### src/rtl/alu_nibble_seq_pkg.sv
// Shared encodings for the nibble-serial ALU sequencer.
// The optional ALU_SEQ_OVERFLOW_EN macro adds the signed-overflow output.
package alu_seq_pkg;

    localparam int unsigned NIBBLE_W = 4;

    typedef logic [1:0] op_t;
    localparam op_t OP_ADD = 2'b00;
    localparam op_t OP_SUB = 2'b01;
    localparam op_t OP_AND = 2'b10;
    localparam op_t OP_OR  = 2'b11;

    typedef logic [1:0] state_t;
    localparam state_t S_IDLE = 2'd0;
    localparam state_t S_RUN  = 2'd1;
    localparam state_t S_DONE = 2'd2;

    function automatic logic is_arith(input op_t op);
        return (op == OP_ADD) || (op == OP_SUB);
    endfunction

    // SUB is a + ~b + 1, so the chain starts with a forced carry of 1
    function automatic logic init_carry(input op_t op, input logic cin);
        logic c;
        case (op)
            OP_ADD:  c = cin;
            OP_SUB:  c = 1'b1;
            default: c = 1'b0;
        endcase
        return c;
    endfunction

endpackage

### src/rtl/alu_nibble_seq_if.sv
// Host-side start/done bus of the nibble-serial ALU sequencer.
// ALU_SEQ_OVERFLOW_EN adds the ovf signal.
interface alu_nibble_seq_if #(
    parameter int unsigned NIBBLES = 4
);
    import alu_seq_pkg::*;

    localparam int unsigned W = NIBBLE_W * NIBBLES;

    logic         start;
    op_t          op;
    logic [W-1:0] a;
    logic [W-1:0] b;
    logic         cin;
    logic         busy;
    logic         done;
    logic [W-1:0] result;
    logic         cout;
    logic         zero;
`ifdef ALU_SEQ_OVERFLOW_EN
    logic         ovf;
`endif

    modport master (
        output start, op, a, b, cin,
`ifdef ALU_SEQ_OVERFLOW_EN
        input  ovf,
`endif
        input  busy, done, result, cout, zero
    );

    modport slave (
        input  start, op, a, b, cin,
`ifdef ALU_SEQ_OVERFLOW_EN
        output ovf,
`endif
        output busy, done, result, cout, zero
    );

endinterface

### src/rtl/alu_nibble_core.sv
// Combinational 4-bit ALU slice: add, subtract (a + ~b + cin), and, or.
module alu_nibble_core
    import alu_seq_pkg::*;
(
    input  logic [NIBBLE_W-1:0] a,
    input  logic [NIBBLE_W-1:0] b,
    input  logic                cin,
    input  op_t                 op,
    output logic [NIBBLE_W-1:0] y,
    output logic                cout,
    output logic                c3
);

    logic [NIBBLE_W-1:0] b_eff;
    logic [NIBBLE_W:0]   sum;

    always_comb begin
        b_eff = (op == OP_SUB) ? ~b : b;
        sum   = (NIBBLE_W+1)'(a) + (NIBBLE_W+1)'(b_eff) + (NIBBLE_W+1)'(cin);
        y     = '0;
        cout  = 1'b0;
        c3    = 1'b0;
        case (op)
            OP_ADD, OP_SUB: begin
                y    = sum[NIBBLE_W-1:0];
                cout = sum[NIBBLE_W];
                // carry into the top bit recovered from the sum bit and its operands
                c3   = sum[NIBBLE_W-1] ^ a[NIBBLE_W-1] ^ b_eff[NIBBLE_W-1];
            end
            OP_AND:  y = a & b;
            OP_OR:   y = a | b;
            default: y = '0;
        endcase
    end

endmodule

### src/rtl/alu_nibble_seq.sv
// Wide ALU built by time-sharing one 4-bit slice, LSB nibble first.
// ALU_SEQ_OVERFLOW_EN adds a registered signed-overflow flag (bus.ovf).
module alu_nibble_seq
    import alu_seq_pkg::*;
#(
    parameter int unsigned NIBBLES = 4
) (
    input  logic           clk,
    input  logic           rst,
    alu_nibble_seq_if.slave bus
);

    localparam int unsigned W     = NIBBLE_W * NIBBLES;
    localparam int unsigned IDX_W = (NIBBLES > 1) ? $clog2(NIBBLES) : 1;
    localparam logic [IDX_W-1:0] IDX_LAST = IDX_W'(NIBBLES - 1);

    state_t            state_q, state_d;
    logic [IDX_W-1:0]  idx_q, idx_d;
    logic              carry_q, carry_d;
    op_t               op_q, op_d;
    logic [W-1:0]      a_q, a_d;
    logic [W-1:0]      b_q, b_d;
    logic [W-1:0]      result_q, result_d;
    logic              busy_q, busy_d;
    logic              done_q, done_d;
    logic              cout_q, cout_d;
    logic              zero_q, zero_d;
    logic              ovf_q, ovf_d;

    logic [NIBBLE_W-1:0] core_a, core_b, core_y;
    logic                core_cout, core_c3;

    assign core_a = a_q[idx_q*NIBBLE_W +: NIBBLE_W];
    assign core_b = b_q[idx_q*NIBBLE_W +: NIBBLE_W];

    alu_nibble_core u_core (
        .a    (core_a),
        .b    (core_b),
        .cin  (carry_q),
        .op   (op_q),
        .y    (core_y),
        .cout (core_cout),
        .c3   (core_c3)
    );

    // Next-state and datapath update
    always_comb begin
        state_d  = state_q;
        idx_d    = idx_q;
        carry_d  = carry_q;
        op_d     = op_q;
        a_d      = a_q;
        b_d      = b_q;
        result_d = result_q;
        busy_d   = busy_q;
        done_d   = 1'b0;
        cout_d   = cout_q;
        zero_d   = zero_q;
        ovf_d    = ovf_q;

        case (state_q)
            S_IDLE, S_DONE: begin
                if (bus.start) begin
                    state_d  = S_RUN;
                    op_d     = bus.op;
                    a_d      = bus.a;
                    b_d      = bus.b;
                    carry_d  = init_carry(bus.op, bus.cin);
                    idx_d    = '0;
                    result_d = '0;
                    busy_d   = 1'b1;
                end else begin
                    state_d = S_IDLE;
                end
            end
            S_RUN: begin
                result_d[idx_q*NIBBLE_W +: NIBBLE_W] = core_y;
                carry_d = core_cout;
                if (idx_q == IDX_LAST) begin
                    state_d = S_DONE;
                    idx_d   = '0;
                    busy_d  = 1'b0;
                    done_d  = 1'b1;
                    cout_d  = core_cout;
                    zero_d  = (result_d == '0);
                    ovf_d   = is_arith(op_q) & (core_c3 ^ core_cout);
                end else begin
                    idx_d = idx_q + IDX_W'(1);
                end
            end
            default: begin
                state_d = S_IDLE;
                busy_d  = 1'b0;
            end
        endcase
    end

    always_ff @(posedge clk or posedge rst) begin
        if (rst) begin
            state_q  <= S_IDLE;
            idx_q    <= '0;
            carry_q  <= 1'b0;
            op_q     <= OP_ADD;
            a_q      <= '0;
            b_q      <= '0;
            result_q <= '0;
            busy_q   <= 1'b0;
            done_q   <= 1'b0;
            cout_q   <= 1'b0;
            zero_q   <= 1'b0;
            ovf_q    <= 1'b0;
        end else begin
            state_q  <= state_d;
            idx_q    <= idx_d;
            carry_q  <= carry_d;
            op_q     <= op_d;
            a_q      <= a_d;
            b_q      <= b_d;
            result_q <= result_d;
            busy_q   <= busy_d;
            done_q   <= done_d;
            cout_q   <= cout_d;
            zero_q   <= zero_d;
            ovf_q    <= ovf_d;
        end
    end

    assign bus.busy   = busy_q;
    assign bus.done   = done_q;
    assign bus.result = result_q;
    assign bus.cout   = cout_q;
    assign bus.zero   = zero_q;

`ifdef ALU_SEQ_OVERFLOW_EN
    assign bus.ovf = ovf_q;
`else
    // overflow tracking is compiled out; the slice's c3 has no consumer
    logic unused_c3;
    logic unused_ovf;
    assign unused_c3  = core_c3;
    assign unused_ovf = ovf_q;
`endif

endmodule

### src/flat_wrapper.sv
// flat-port wrapper written by rule: the top's interface ports become plain ports
module alu_nibble_seq_flat import alu_seq_pkg::*;
#(
    parameter int unsigned NIBBLES = 4
)
  (clk, rst, bus_start, bus_op, bus_a, bus_b, bus_cin, bus_busy, bus_done, bus_result, bus_cout, bus_zero);
  alu_nibble_seq_if #(.NIBBLES(NIBBLES)) bus_i ();
  input  logic clk;
  input  logic rst;
  input wire logic [$bits(bus_i.start)-1:0] bus_start;
  input wire logic [$bits(bus_i.op)-1:0] bus_op;
  input wire logic [$bits(bus_i.a)-1:0] bus_a;
  input wire logic [$bits(bus_i.b)-1:0] bus_b;
  input wire logic [$bits(bus_i.cin)-1:0] bus_cin;
  output wire logic [$bits(bus_i.busy)-1:0] bus_busy;
  output wire logic [$bits(bus_i.done)-1:0] bus_done;
  output wire logic [$bits(bus_i.result)-1:0] bus_result;
  output wire logic [$bits(bus_i.cout)-1:0] bus_cout;
  output wire logic [$bits(bus_i.zero)-1:0] bus_zero;
  assign bus_i.start = bus_start;
  assign bus_i.op = bus_op;
  assign bus_i.a = bus_a;
  assign bus_i.b = bus_b;
  assign bus_i.cin = bus_cin;
  assign bus_busy = bus_i.busy;
  assign bus_done = bus_i.done;
  assign bus_result = bus_i.result;
  assign bus_cout = bus_i.cout;
  assign bus_zero = bus_i.zero;
  alu_nibble_seq #(.NIBBLES(NIBBLES)) u_core (.clk(clk), .rst(rst), .bus(bus_i));
endmodule
### config.mk
export PLATFORM = sky130hd
export DESIGN_NAME = alu_nibble_seq_flat
export DESIGN_NICKNAME = d
export VERILOG_FILES = /design/src/rtl/alu_nibble_seq_pkg.sv /design/src/rtl/alu_nibble_seq_if.sv /design/src/rtl/alu_nibble_core.sv /design/src/rtl/alu_nibble_seq.sv /design/src/flat_wrapper.sv
export SDC_FILE = /design/constraint.sdc
export NUM_CORES = 1
export LEC_CHECK = 0
export ABC_AREA = 1
export CORE_UTILIZATION = 63
export CTS_CLUSTER_SIZE = 14
export DETAILED_ROUTE_END_ITERATION = 16
export DONT_BUFFER_PORTS = 1
export GPL_ROUTABILITY_DRIVEN = 0
export PLACE_DENSITY_LB_ADDON = 0.2
export SLEW_MARGIN = 20
export SYNTH_ARGS = -nofsm -noshare
export SYNTH_HDL_FRONTEND = slang
export SYNTH_SLANG_ARGS = --single-unit
### constraint.sdc
create_clock -name clk -period 3.28 [get_ports clk]
set_clock_uncertainty 0.1 [all_clocks]
set_input_delay 0.164 -clock clk [delete_from_list [all_inputs] [get_ports clk]]
set_output_delay 0.164 -clock clk [all_outputs]
set_load 0.05 [all_outputs]
==> impl_metrics.env <==
export IMPL_rsz0062_at_grt="no"
export IMPL_cts_path_max_buffers=2
export IMPL_cts_tree="done"
export IMPL_ant_nets=0
export IMPL_ios=58
export IMPL_syn_avg_cell_area_sq_um=7.618
export IMPL_regArea_sq_um=1478
export IMPL_crit_chain="clkinv_4 -> nand2_1 -> nand2_1 -> nand2_1 -> o21ai_2 -> xnor2_1 -> fa_1 -> fa_1 -> or2_2 -> nand3_1 -> nand2_1 -> nor2_1 -> nand3_1 -> nor2_1 -> nand3_1 -> nand2_1"
export IMPL_setup_violations=0
export IMPL_path_buf_inv=1
export IMPL_synth_simple_area_share=0.3495
export IMPL_portBuffers=0
export IMPL_worstMarginPinSlew_ns=0.6096
export IMPL_std_cell_rows=25
export IMPL_ys_ff_latch=59
export IMPL_drc=0
export IMPL_synth_top_area_share=0.4497
export IMPL_instances_no_fill=545
export IMPL_synth_top_family_by_area="simple AND/OR/NAND/NOR gates"
export IMPL_cts_made_buffers=9
export IMPL_clk_latency_ns=0.34
export IMPL_hpwl_um=5084
export IMPL_relSlewSlack=0.5930
export IMPL_grt_max_degree=38
export IMPL_area_growth_pct=20.35
export IMPL_hold_class="in2reg"
export IMPL_path_clk_slew_ns=0.07
export IMPL_via_per_inst=5.490
export IMPL_critPathArrivalTime_ns=3.20
export IMPL_yosys_warnings=0
export IMPL_syn_cell_area_sq_um=3283
export IMPL_crit_family="simple AND/OR/NAND/NOR gates"
export IMPL_wire_per_inst_um=14.82
export IMPL_start_kind="flip-flop"
export IMPL_dp_cells=492
export IMPL_antenna_found_initial=0
export IMPL_synth_cell_types=35
export IMPL_cpMostUsedCell="nand2_1"
export IMPL_start_util=0.6728
export IMPL_tns_ns=0
export IMPL_finalHoldViolCount=0
export IMPL_power_density_nw_per_um2=1257
export IMPL_p_leak_nw=2.061
export IMPL_cp_data_required_time_ns=3.47
export IMPL_period_needed_ns=3.012
export IMPL_core_area_sq_um=4880
export IMPL_postCtsSetupBuffers=0
export IMPL_cts_sinks=59
export IMPL_synth_xor_area_share=0.01334
export IMPL_max_cap_violations=0
export IMPL_critPathKind="reg2reg"
export IMPL_dieArea_sq_um=5504
export IMPL_antenna_cells=0
export IMPL_hold_ws_ns=0.08819
export IMPL_crit_fanout=10
export IMPL_outcome="completed"
export IMPL_htree_levels=3
export IMPL_fp_dieH_um=74.19
export IMPL_syn_nets=481
export IMPL_synth_compound_area_share=0.06936
export IMPL_final_nets=523
export IMPL_synthMuxAreaShare=0
export IMPL_grt_pass1_vias=2861
export IMPL_fill_cells=321
export IMPL_routed_wl_um=8075
export IMPL_worst_path_max_delay_cell="dfrtp_2"
export IMPL_yosysTopAreaCell="dfrtp_1"
export IMPL_ff2ff_setup_slack_ns=0.27
export IMPL_grt_pass1_wl_um=12880
export IMPL_seq_area_frac_synth=0.4497
export IMPL_clockRootBuffer="clkbuf_8"
export IMPL_drtPass1Iterations=5
export IMPL_ir_drop_uv=695.4
export IMPL_track_usage=0.3197
export IMPL_multiInputGateArea_sq_um=1587
export IMPL_drive_gt1_frac=0.1192
export IMPL_fin_crit_sh=0.9184
export IMPL_syn_inst=431
export IMPL_max_freq_mhz=332.0
export IMPL_cp_end_kind="flip-flop"
export IMPL_synth_fa_ha_area_frac=0.05030
export IMPL_slowest_delay_ns=0.46
export IMPL_initialDrtViolationCount=249
export IMPL_final_max_slew_viol_count=0
export IMPL_ys_top_cells_by_area="dfrtp_1 45%, nand2_1 21%, ha_1 3.8%"
export IMPL_grt_overflow=0
export IMPL_vias=2992
export IMPL_fp_dieW_um=74.19
-- placed cells by master, fill, tap and decap left out, drive strengths merged, types with 3 or more instances in the layout --
cell type    netlist  layout
nand4              6       6
ha                10      10
xnor2              3       3
clkinv             0       4
bufinv             0       3
a21oi              6       6
clkbuf             6      11
nor2              37      37
a22o               5       5
o21ai             13      13
nand2            197     197
or2                3       3
dfrtp             59      59
inv               35      34
buf                8       8
o22ai              9       9
dlygate4sd3        0      36
nand3             24      24
-- sequential cells by signal, summed over array words and instances (netlist names) --
register and count:
u_core.b_q 16, u_core.bus.done 1, u_core.op_q 2, u_core.state_q 2, u_core.bus.cout 1, u_core.bus.result 16
u_core.a_q 16, u_core.bus.busy 1, u_core.bus.zero 1, u_core.carry_q 1, u_core.idx_q 2
-- final cells by class --
type	instances	share of cell area
Multi-Input combinational cell	323	0.4015
Tap cell	67	0.02122
Timing Repair inverter	1	0.001267
Timing Repair Buffer	44	0.1064
Clock inverter	5	0.02533
Sequential cell	59	0.3740
Inverter	35	0.03452
Clock buffer	11	0.03578
-- repair_timing --
| item | CTS | global route |
|---|---|---|
| endpoints found under the setup margin | 0 | 1 |
| hold buffers | 36 | 0 |
| endpoints found under the hold margin | 66 | 0 |
| resized for setup | 0 | 2 |
-- cells in the mapped netlist (all sizes together) --
cell type	count
nand2	197
dfrtp	59
nor2	37
inv	35
nand3	24
o21ai	13
ha	10
o22ai	9
buf	8
a21oi	6
clkbuf	6
nand4	6
a22o	5
or2	3
xnor2	3
fa	2
xor2	2
a21o	1
nand3b	1
nor3	1
nor4	1
o211ai	1
o311ai	1
-- through the flow --
step	setup slack (ns)	cell area [sq um]	power, mW	utilization
2_1_floorplan	0.4085	3283	3.487	-
3_3_place_gp	0.3956	3343	3.925	0.6851
3_5_place_dp	0.2928	3343	4.002	0.6851
4_1_cts	0.2755	3945	4.874	0.8085
5_1_grt	0.02467	3951	5.354	0.8097
6_report	0.2678	3951	4.965	0.8097
-- power breakdown --
part | leakage (nW) | switching, mW | internal, mW | total, mW
combinational | 1.18 | 1.67 | 0.880 | 2.55
sequential | 0.758 | 0.558 | 1.05 | 1.61
clock | 0.123 | 0.290 | 0.523 | 0.813
-- worst paths after layout --
check                                     start         endpoint  cells after the start
worst max-delay path            u_core.idx_q[0]  u_core.bus.zero                     16
min in group asynchronous                   rst    u_core.b_q[5]                      2
max in group asynchronous                   rst   u_core.op_q[1]                      3
worst max register to register  u_core.idx_q[0]  u_core.bus.zero                     16
worst min register to register   u_core.b_q[10]   u_core.b_q[10]                      2
worst min-delay path                    bus_cin   u_core.carry_q                      2
-- cell families after synthesis --
kind of cell,after synthesis
and+or+nand+nor,270
DFF,59
buffers and inverters,49
AOI/OAI and AO/OA,36
adders and majority gates,12
xor gates and xnor gates,5
-- worst reg2reg max path: cells and delay by family (launching register included) --
kind	cells	cell delay, ns
and+or+nand+nor	11	1.14
adders and majority gates	2	0.89
DFF	1	0.46
xor gates and xnor gates	1	0.15
buffers and inverters	1	0.14
AOI/OAI and AO/OA	1	0.07
-- layer usage --
| metal | part of all wire | track usage | wire length (um) |
|---|---|---|---|
| met5 | 0 | 0 | 0 |
| met4 | 0.016 | 0.1218 | 128 |
| met3 | 0.083 | 0.08537 | 667 |
| met2 | 0.47 | 0.5253 | 3800 |
| met1 | 0.43 | 0.4055 | 3477 |
No activity file was read; power rests on OpenSTA's default activity.
